===== src/rtl/dmem_arbiter.sv =====
`default_nettype none
// ============================================================================
// dmem_arbiter : two-port arbiter/sequencer for the single-port data memory
// Revision     : 1.0
// ============================================================================
module dmem_arbiter #(
    parameter int DATA_W      = 32,
    parameter int ADDR_W      = 32,
    parameter int DEPTH_WORDS = 256,
    parameter int MAX_WAIT    = 4
) (
    input  logic              clk,
    input  logic              rst,
    input  logic              p0_req,
    input  logic              p0_we,
    input  logic [ADDR_W-1:0] p0_addr,
    input  logic [DATA_W-1:0] p0_wdata,
    output logic              p0_gnt,
    output logic              p0_rvalid,
    output logic [DATA_W-1:0] p0_rdata,
    input  logic              p1_req,
    input  logic              p1_we,
    input  logic [ADDR_W-1:0] p1_addr,
    input  logic [DATA_W-1:0] p1_wdata,
    output logic              p1_gnt,
    output logic              p1_rvalid,
    output logic [DATA_W-1:0] p1_rdata,
    output logic              mem_we,
    output logic [ADDR_W-1:0] mem_addr,
    output logic [DATA_W-1:0] mem_wdata,
    input  logic [DATA_W-1:0] mem_rdata,
    output logic              stall_p0,
    output logic              err,
    output logic              err_port
);

    localparam logic [ADDR_W:0] C_ADDR_LIMIT = (ADDR_W + 1)'(DEPTH_WORDS * 4);
    localparam logic [3:0]      C_MAX_WAIT   = 4'(MAX_WAIT);

    logic [3:0]        r_wait_cnt;
    logic              w_p0_win;
    logic              w_p1_win;
    logic              w_granted;
    logic              w_sel_we;
    logic              w_rejected;
    logic [ADDR_W-1:0] w_sel_addr;
    logic [DATA_W-1:0] w_rdata_next;

    // Port 1 only overrides port 0 once it has been refused MAX_WAIT times.
    always_comb begin
        w_p1_win     = p1_req && (!p0_req || (r_wait_cnt >= C_MAX_WAIT));
        w_p0_win     = p0_req && !w_p1_win;
        w_granted    = w_p0_win || w_p1_win;
        w_sel_addr   = w_p1_win ? p1_addr  : p0_addr;
        w_sel_we     = w_p1_win ? p1_we    : p0_we;
        mem_wdata    = w_p1_win ? p1_wdata : p0_wdata;
        w_rejected   = w_granted &&
                       ((w_sel_addr[1:0] != 2'b00) || ({1'b0, w_sel_addr} >= C_ADDR_LIMIT));
        w_rdata_next = w_rejected ? '0 : mem_rdata;
    end

    assign p0_gnt   = w_p0_win;
    assign p1_gnt   = w_p1_win;
    assign stall_p0 = p0_req && !w_p0_win;
    assign mem_addr = w_sel_addr;
    assign mem_we   = rst && w_granted && w_sel_we && !w_rejected;

    always_ff @(posedge clk or negedge rst) begin
        if (!rst) begin
            r_wait_cnt <= 4'd0;
            p0_rvalid  <= 1'b0;
            p1_rvalid  <= 1'b0;
            p0_rdata   <= '0;
            p1_rdata   <= '0;
            err        <= 1'b0;
            err_port   <= 1'b0;
        end else begin
            p0_rvalid <= w_p0_win && !p0_we;
            p1_rvalid <= w_p1_win && !p1_we;
            if (w_p0_win && !p0_we) begin
                p0_rdata <= w_rdata_next;
            end
            if (w_p1_win && !p1_we) begin
                p1_rdata <= w_rdata_next;
            end
            err      <= w_rejected;
            err_port <= w_p1_win;
            if (w_p1_win || !p1_req) begin
                r_wait_cnt <= 4'd0;
            end else if (r_wait_cnt != 4'hF) begin
                r_wait_cnt <= r_wait_cnt + 4'd1;
            end
        end
    end

endmodule
`default_nettype wire


===== config.mk =====
export PLATFORM = sky130hd
export DESIGN_NAME = dmem_arbiter
export DESIGN_NICKNAME = d
export VERILOG_FILES = /design/src/rtl/dmem_arbiter.sv
export SDC_FILE = /design/constraint.sdc
export NUM_CORES = 1
export LEC_CHECK = 0
export CORE_AREA = 5 5 114 116
export DETAILED_ROUTE_END_ITERATION = 12
export DIE_AREA = 0 0 119 121
export HOLD_SLACK_MARGIN = 0.02
export PLACE_DENSITY = 0.91
export SKIP_LAST_GASP = 1
export SLEW_MARGIN = 10
export SYNTH_ARGS = -nofsm -noshare
export SYNTH_HDL_FRONTEND = slang
export SYNTH_SLANG_ARGS = --single-unit

===== constraint.sdc =====
create_clock -name clk -period 4.09 [get_ports clk]
set_input_delay 1.0225 -clock clk [delete_from_list [all_inputs] [get_ports clk]]
set_output_delay 1.0225 -clock clk [all_outputs]
set_load 0.02 [all_outputs]

=== Word level (Yosys, flattened, before mapping) ===
Cells that the tools add are included.

* Bits in registers: 72
* Bits of input ports: 166
* Output and inout port bits: 136
* Word-level logic and storage cells: 39

* Add/sub/neg operators: 1
* Magnitude comparators: 2
* Equality and inequality tests: 1
* Mux-type cells: 6
* Reductions and logical operators: 22

{| class="wikitable"
|+ Operators with widths
! kind !! count
|-
| 32-bit 2-to-1 mux || 3
|-
| 32-bit by 11-bit >= comparator with 1-bit output (second input constant) || 1
|-
| 1-bit logical AND || 9
|-
| 4-bit 2-to-1 mux || 2
|-
| 1-bit logical NOT || 7
|-
| 4-bit by 1-bit adder with 4-bit output (second input constant) || 1
|-
| 4-bit by 3-bit >= comparator with 1-bit output (second input constant) || 1
|-
| 1-bit logical OR || 4
|-
| 4-bit != test (second input constant) || 1
|-
| 2-bit nonzero test || 2
|-
| 1-bit 2-to-1 mux || 1
|}

=== Logic depth before layout (Yosys ltp) ===
Gate-level depths: netlist of the first run.

* Word-level depth: 9
* Gate-level depth with buffers: 7
* Depth with buffers taken out: 5

=== Worst setup path before layout of the first run ===
OpenSTA, ideal clock, no wires.

* Kind: input port to output port
* From: in p1_addr[11]
* To: out mem_we
* Arrival: 2.328 ns
* Data required time: 3.068 ns
* Slack: 0.740 ns
* Stages on the path: 4
* Path through: nor4_1 > nand4b_2 > o22ai_1 > nor3b_1

* Longest elaborated chain between the ends: 6

{| class="wikitable"
|+ RTL lines
! item !! RTL line !! text
|-
| start: declaration || 23 || <nowiki>input logic [ADDR_W-1:0] p1_addr,</nowiki>
|-
| 32-bit 2-to-1 mux || 54 || <nowiki>w_sel_addr = w_p1_win ? p1_addr : p0_addr;</nowiki>
|-
| 32-bit by 11-bit >= comparator with 1-bit output || 58 || <nowiki>((w_sel_addr[1:0] != 2'b00) || ({1'b0, w_sel_addr} >= C_ADDR_LIMIT));</nowiki>
|-
| 1-bit logical OR || 58 ||
|-
| 1-bit logical AND || 57 || <nowiki>w_rejected = w_granted &&</nowiki>
|-
| 1-bit logical NOT || 66 || <nowiki>assign mem_we = rst && w_granted && w_sel_we && !w_rejected;</nowiki>
|-
| 1-bit logical AND || 66 ||
|-
| end: declaration || 28 || <nowiki>output logic mem_we,</nowiki>
|}

No other way between the ends.

=== Worst setup path after layout of the first run ===
* From: in p0_req
* To: out mem_wdata[28]

* Longest elaborated chain between the ends: 4

{| class="wikitable"
|+ RTL lines
! item !! RTL line !! text
|-
| start: declaration || 14 || <nowiki>input logic p0_req,</nowiki>
|-
| 1-bit logical NOT || 51 || <nowiki>w_p1_win = p1_req && (!p0_req || (r_wait_cnt >= C_MAX_WAIT));</nowiki>
|-
| 1-bit logical OR || 51 ||
|-
| 1-bit logical AND || 51 ||
|-
| 32-bit 2-to-1 mux || 56 || <nowiki>mem_wdata = w_p1_win ? p1_wdata : p0_wdata;</nowiki>
|-
| end: declaration || 30 || <nowiki>output logic [DATA_W-1:0] mem_wdata,</nowiki>
|}

No other way between the ends.

==> results by group, run 1 <==
Power and ir drop
  • VDD IR max: 0.000228 V
  • Leakage power: 3.56 nW
  • Total power: 2.10 mW
  • Power Density: 276 nW/µm²

Worst setup path
  • Critical Path Sink Type: output port
  • Worst setup SP type: primary input
  • Crit-path slowest cell: clkdlybuf4s50_1
  • CP max stage delay: 0.62 ns
  • Crit Path Max Fanout: 38
  • Worst reg2reg endpoint: p0_rdata[4]
  • Critical path class: primary input to output port
  • R2r setup slk: 2.12 ns
  • Worst Path Required: 3.07 ns
  • Worst reg2reg path startpoint: r_wait_cnt[2]
  • R2R cell count: 5
  • CP arrival: 3.00 ns
  • Worst-path cell chain: clkdlybuf4s50_1 -> nor3b_4 -> nand2b_4 -> buf_12 -> nand2_1 -> nand2_1 -> clkdlybuf4s50_1

Final layout
  • Finished Layout Cells: 928
  • Layout area overhead: 87.6%
  • Design area: 7630 µm²
  • Nets: 940
  • Post-layout util: 0.646
  • Proportion of layout cells with a drive suffix above 1: 0.0797

Floorplan
  • Full die area: 14,400 µm²
  • Cell row count: 40
  • Die height: 121 µm
  • IO Pins: 302
  • Die X: 119 µm
  • Initial Utilization: 0.344
  • Area of the core: 11,800 µm²

Routing
  • Routed len/inst: 18.3 µm
  • Residual DRC: 0
  • WL final: 17.0 mm
  • Drt via density: 4.82
  • DRT iter0 DRCs: 193
  • Initial DRT Pass Iterations: 6
  • Met1 wire length: 6.84 mm
  • Vias after detailed routing: 4,475
  • Routed Antenna Nets: 0
  • Highest Signal Layer: met4
  • Met2 wire length: 8.56 mm
  • Met3 WL: 1.30 mm

Logic synthesis
  • Synth cell count leaders: nand2_1, dfrtp_1, a31o_1
  • Synth Flop Type: dfrtp_1
  • Register area share after synthesis: 0.443
  • Cell taking the most area after synthesis: dfrtp_1
  • YS warnings: 0
  • Synthesized area: 4070 µm²
  • Number of synthesized flops with an enable pin: 0
  • Avg Inst Size Synth: 8.75 µm²
  • Yosys reg bits: 72
  • Largest cells by area after synthesis: dfrtp_1, nand2_1, a31o_1, and2_1, nor2b_1
  • Syn Inst Count: 465
  • Most frequent cell after synthesis: nand2_1
  • Post-synth top area share: 0.443
  • Mapped Nets: 632
  • Post-synth ARST share: 1.00
  • Count of cell types in the netlist: 32

Clock network
  • Hold_buf cts: 0
  • Clk root buf: clkbuf_16
  • Clk sink count: 72
  • Clock-pin slew on the worst setup and hold paths: 0.06 ns
  • Clock Tree Buf Depth: 2
  • H-Tree Depth: 3
  • CTS buffer count: 9
  • Post-CTS setup buffers: 0
  • Clk_lat worst skew: 0.33 ns
  • CTS tree: done

STA
  • Fmax: 249 MHz
  • Final worst slack: 0.0712 ns
  • Setup-failing EPs final: 0
  • Worst Skew: 0.0106 ns
  • Worst slew pin tran: 0.711 ns
  • Pins Over Slew Limit: 0
  • Fin. Hold Viols: 0
  • Hold Slack: 0.446 ns
  • Final period utilization: 0.983
  • Tmin final: 4.02 ns
  • Slew headroom: 0.525
  • RSZ-0062 raised after global routing: false
  • Final TNS setup: 0 ns

Global route
  • First-pass GRT wire length: 25.6 mm
  • Initial antenna violation count: 3
  • Grt ovf: 0
  • Vias in the first global route: 4,439
  • Total track usage: 0.225
  • Pin count of the biggest net entering global routing: 66

Worst hold path
  • HP Start: r_wait_cnt[0]
  • HP Class: flop to flop
  • Cells on Worst Hold Path: 1
  • Worst hold path endpoint: r_wait_cnt[0]

Flow run
  • Max Cap Violations: 0

Run status
  • Status: finished, final reports clean

Placed design
  • Dpl ws: -0.284 ns
  • # placed instances: 909
  • GPL Wtd Cong: 0.918
  • DP HPWL: 13.5 mm
  • IO Port Bufs: 301
  • Post-DP Area: 7280 µm²
[per-layer routing]
layer  global-route usage  vias to the layer above
met5                    0                        -
met2                0.392                      169
li1                     -                     2164
met4               0.0652                        0
met3               0.0732                       21
met1                0.265                     2121
[what timing repair did]
action | CTS | global route
setup endpoints to repair | 34 | 64
resized for setup | 4 | 6
pin swaps | 0 | 0
[layout make-up]
type	instances	area, µm²
diodes	3	7.51
clock buffers	10	229
fillers	977	4180
well taps	147	184
inverters	4	17.5
multi-input cells	356	2010
repair buffers	330	3290
clock inverters	6	90.1
flip-flops and latches	72	1800
[state kept, by name (all words and copies together) (netlist names)]
signal / cells
p1_rvalid: 1
err: 1
p1_rdata: 32
r_wait_cnt: 4
p0_rdata: 32
p0_rvalid: 1
err_port: 1
[cell usage in the layout (no fill, tap or decap), drive strengths merged, types with 2 or more instances in the layout]
cell,count
and3,2
bufinv,2
dlymetal6s2s,4
diode,3
nor2b,26
and2b,6
nand4,2
o21ai,2
nor2,3
buf,30
a21oi,3
inv,6
clkdlybuf4s50,295
nor4,12
nand2,193
a31o,64
clkbuf,10
dfrtp,72
nor3b,2
and2,32
[power breakdown]
| part | switching (mW) | internal (mW) | total (mW) |
|---|---|---|---|
| sequential | 0.00152 | 0.715 | 0.717 |
| clock | 0.310 | 0.538 | 0.848 |
| combinational | 0.249 | 0.290 | 0.539 |
| total | 0.561 | 1.54 | 2.10 |
[critical path, delay by kind of cell]
family        cells  cell delay (ns)
simple gates      4             0.60
buf+inv           3             1.36
[logic make-up (layout without fill, tap and decap cells)]
family                     after synthesis  count (layout)  synth area share
AOI/OAI and AO/OA                       71              71             0.156
adders and majority gates                1               1           0.00308
buffers and inverters                   37             350            0.0680
DFF                                     72              72             0.443
muxes                                    1               1           0.00246
other                                    1               4          0.000922
and+or+nand+nor                        282             282             0.326
[worst max-delay path by stage]
stage | to | from | slack [ns] | cells after the start
floorplan | mem_we | p1_addr[11] | 0.74 | 4
global placement | mem_we | p1_addr[11] | -0.33 | 7
detailed placement | mem_we | p1_addr[11] | -0.28 | 7
CTS | mem_wdata[9] | p0_req | -0.006 | 7
global route | mem_wdata[8] | p0_req | 0.0001 | 7
finish | mem_wdata[28] | p0_req | 0.07 | 7
No activity file was read; power rests on OpenSTA's default activity.
==> inputs of run 2 (changes only) <==
CTS_BUF_LIST = sky130_fd_sc_hd__clkbuf_16   (was default)
==> run 2 against run 1 <==
Clock skew about the same. Highest routed layer unchanged. Critical path type unchanged. Final area unchanged. Maximum frequency unchanged. Setup slack unchanged. Hold slack unchanged.
==> results by group, run 2 (same netlist as run 1, synthesis figures left out) <==
Run status
  • Status: finished, final reports clean (unchanged)

Floorplan
  • Initial Utilization: 0.344 (unchanged)
  • Die X: 119 µm (unchanged)
  • Area of the core: 11,800 µm² (unchanged)
  • Full die area: 14,400 µm² (unchanged)
  • IO Pins: 302 (unchanged)
  • Cell row count: 40 (unchanged)
  • Die height: 121 µm (unchanged)

Worst setup path
  • Worst reg2reg path startpoint: r_wait_cnt[2] (unchanged)
  • Worst setup SP type: primary input (unchanged)
  • Worst Path Required: 3.07 ns (about the same)
  • Crit Path Max Fanout: 38 (unchanged)
  • R2r setup slk: 2.12 ns (about the same)
  • Critical Path Sink Type: output port (unchanged)
  • Worst reg2reg endpoint: p0_rdata[4] (unchanged)
  • Critical path class: primary input to output port (unchanged)
  • R2R cell count: 5 (unchanged)
  • CP arrival: 3.00 ns (about the same)

Global route
  • Pin count of the biggest net entering global routing: 66 (unchanged)
  • Total track usage: 0.225 (unchanged)
  • First-pass GRT wire length: 25.6 mm (unchanged)
  • Grt ovf: 0 (unchanged)
  • Initial antenna violation count: 3 (unchanged)
  • Vias in the first global route: 4,439 (unchanged)

Placed design
  • IO Port Bufs: 301 (unchanged)
  • GPL Wtd Cong: 0.918 (unchanged)
  • DP HPWL: 13.5 mm (unchanged)

STA
  • Pins Over Slew Limit: 0 (unchanged)
  • Setup-failing EPs final: 0 (unchanged)
  • Final TNS setup: 0 ns (unchanged)
  • Fmax: 249 MHz (unchanged)
  • Worst Skew: 0.0110 ns (was 0.0106 ns)
  • Slew headroom: 0.525 (unchanged)
  • Tmin final: 4.02 ns (unchanged)
  • Fin. Hold Viols: 0 (unchanged)
  • Worst slew pin tran: 0.711 ns (unchanged)
  • Final period utilization: 0.983 (unchanged)
  • RSZ-0062 raised after global routing: false (unchanged)
  • Hold Slack: 0.446 ns (unchanged)

Power and ir drop
  • Power Density: 275 nW/µm² (was 276 nW/µm²)
  • VDD IR max: 0.000228 V (about the same)
  • Total power: 2.10 mW (about the same)
  • Leakage power: 3.57 nW (was 3.56 nW)

Clock network
  • CTS tree: done (unchanged)
  • Clk sink count: 72 (unchanged)
  • Post-CTS sizing: 4 (unchanged)
  • Clk root buf: clkbuf_16 (unchanged)
  • H-Tree Depth: 3 (unchanged)
  • CTS buffer count: 9 (unchanged)
  • Clock-pin slew on the worst setup and hold paths: 0.06 ns (about the same)
  • Post-CTS setup buffers: 0 (unchanged)
  • Clk_lat worst skew: 0.33 ns (about the same)
  • Clock Tree Buf Depth: 2 (unchanged)
  • Hold_buf cts: 0 (unchanged)

Final layout
  • Largest regs: p0_rdata x32, p1_rdata x32, r_wait_cnt x4 (unchanged)
  • Post-layout util: 0.646 (unchanged)
  • Layout area overhead: 87.6% (unchanged)
  • Commonest non-fill, non-tap cell in the layout: clkdlybuf4s50_1 (unchanged)
  • Proportion of layout cells with a drive suffix above 1: 0.0797 (unchanged)
  • Nets: 940 (unchanged)
  • Most frequent cells in the layout: clkdlybuf4s50_1, nand2_1, dfrtp_1 (unchanged)

Flow run
  • Max Cap Violations: 0 (unchanged)

Routing
  • Routed len/inst: 18.3 µm (about the same)
  • DRT iter0 DRCs: 193 (unchanged)
  • Initial DRT Pass Iterations: 6 (unchanged)
  • Vias after detailed routing: 4,476 (was 4,475)
  • WL final: 17.0 mm (about the same)
  • Routed Antenna Nets: 0 (unchanged)
  • Drt via density: 4.82 (about the same)
  • Residual DRC: 0 (unchanged)

Worst hold path
  • Cells on Worst Hold Path: 1 (unchanged)
  • HP Start: r_wait_cnt[0] (unchanged)
  • HP Class: flop to flop (unchanged)
  • Worst hold path endpoint: r_wait_cnt[0] (unchanged)
## run 2: critical path: stages
cell and delay (ns):
clkdlybuf4s50_1 0.53, nor3b_4 0.21, nand2b_4 0.21, buf_12 0.21, nand2_1 0.11, nand2_1 0.07, clkdlybuf4s50_1 0.62
## run 2: through the flow
stage                     cell area, µm²  setup WS [ns]  instances
final                               7630         0.0712        928
after floorplan                     4070          0.740        465
after CTS                           7610       -0.00634        925
after global placement              7280         -0.327        909
after detailed placement            7280         -0.284        909
after global routing                7630       0.000148        928
## run 2: worst max path at each step
stage	depth (start not counted)	from	endpoint
floorplan	4	p1_addr[11]	mem_we
global placement	7	p1_addr[11]	mem_we
detailed placement	7	p1_addr[11]	mem_we
CTS	7	p0_req	mem_wdata[9]
global route	7	p0_req	mem_wdata[8]
finish	7	p0_req	mem_wdata[28]
## run 2: area by class of cell
type	instances	area, µm²
antenna	3	7.51
clock buffer	9	225
clock inverter	7	93.8
fill	977	4180
inverter	4	17.5
multi-input combinational	356	2010
sequential	72	1800
tap	147	184
timing repair buffer	330	3290
## run 2: power by group
group	internal (mW)	total, mW	leakage [nW]	switching, mW
registers	0.715	0.717	0.997	0.00152
clock network	0.535	0.846	0.158	0.310
logic	0.290	0.539	2.41	0.249
total	1.54	2.10	3.57	0.561
## run 2: metal layers
metal | share of wire | up-vias | track usage
li1 | - | 2164 | -
met1 | 0.40 | 2122 | 0.265
met2 | 0.50 | 169 | 0.392
met3 | 0.076 | 21 | 0.0732
met4 | 0.019 | 0 | 0.0652
met5 | 0 | - | 0
==> inputs of run 3 (changes only) <==
ABC_CLOCK_PERIOD_IN_PS = 4090   (was default)
==> results of run 3 <==
The final DEF is identical to that of run 2; final timing and power are the same.
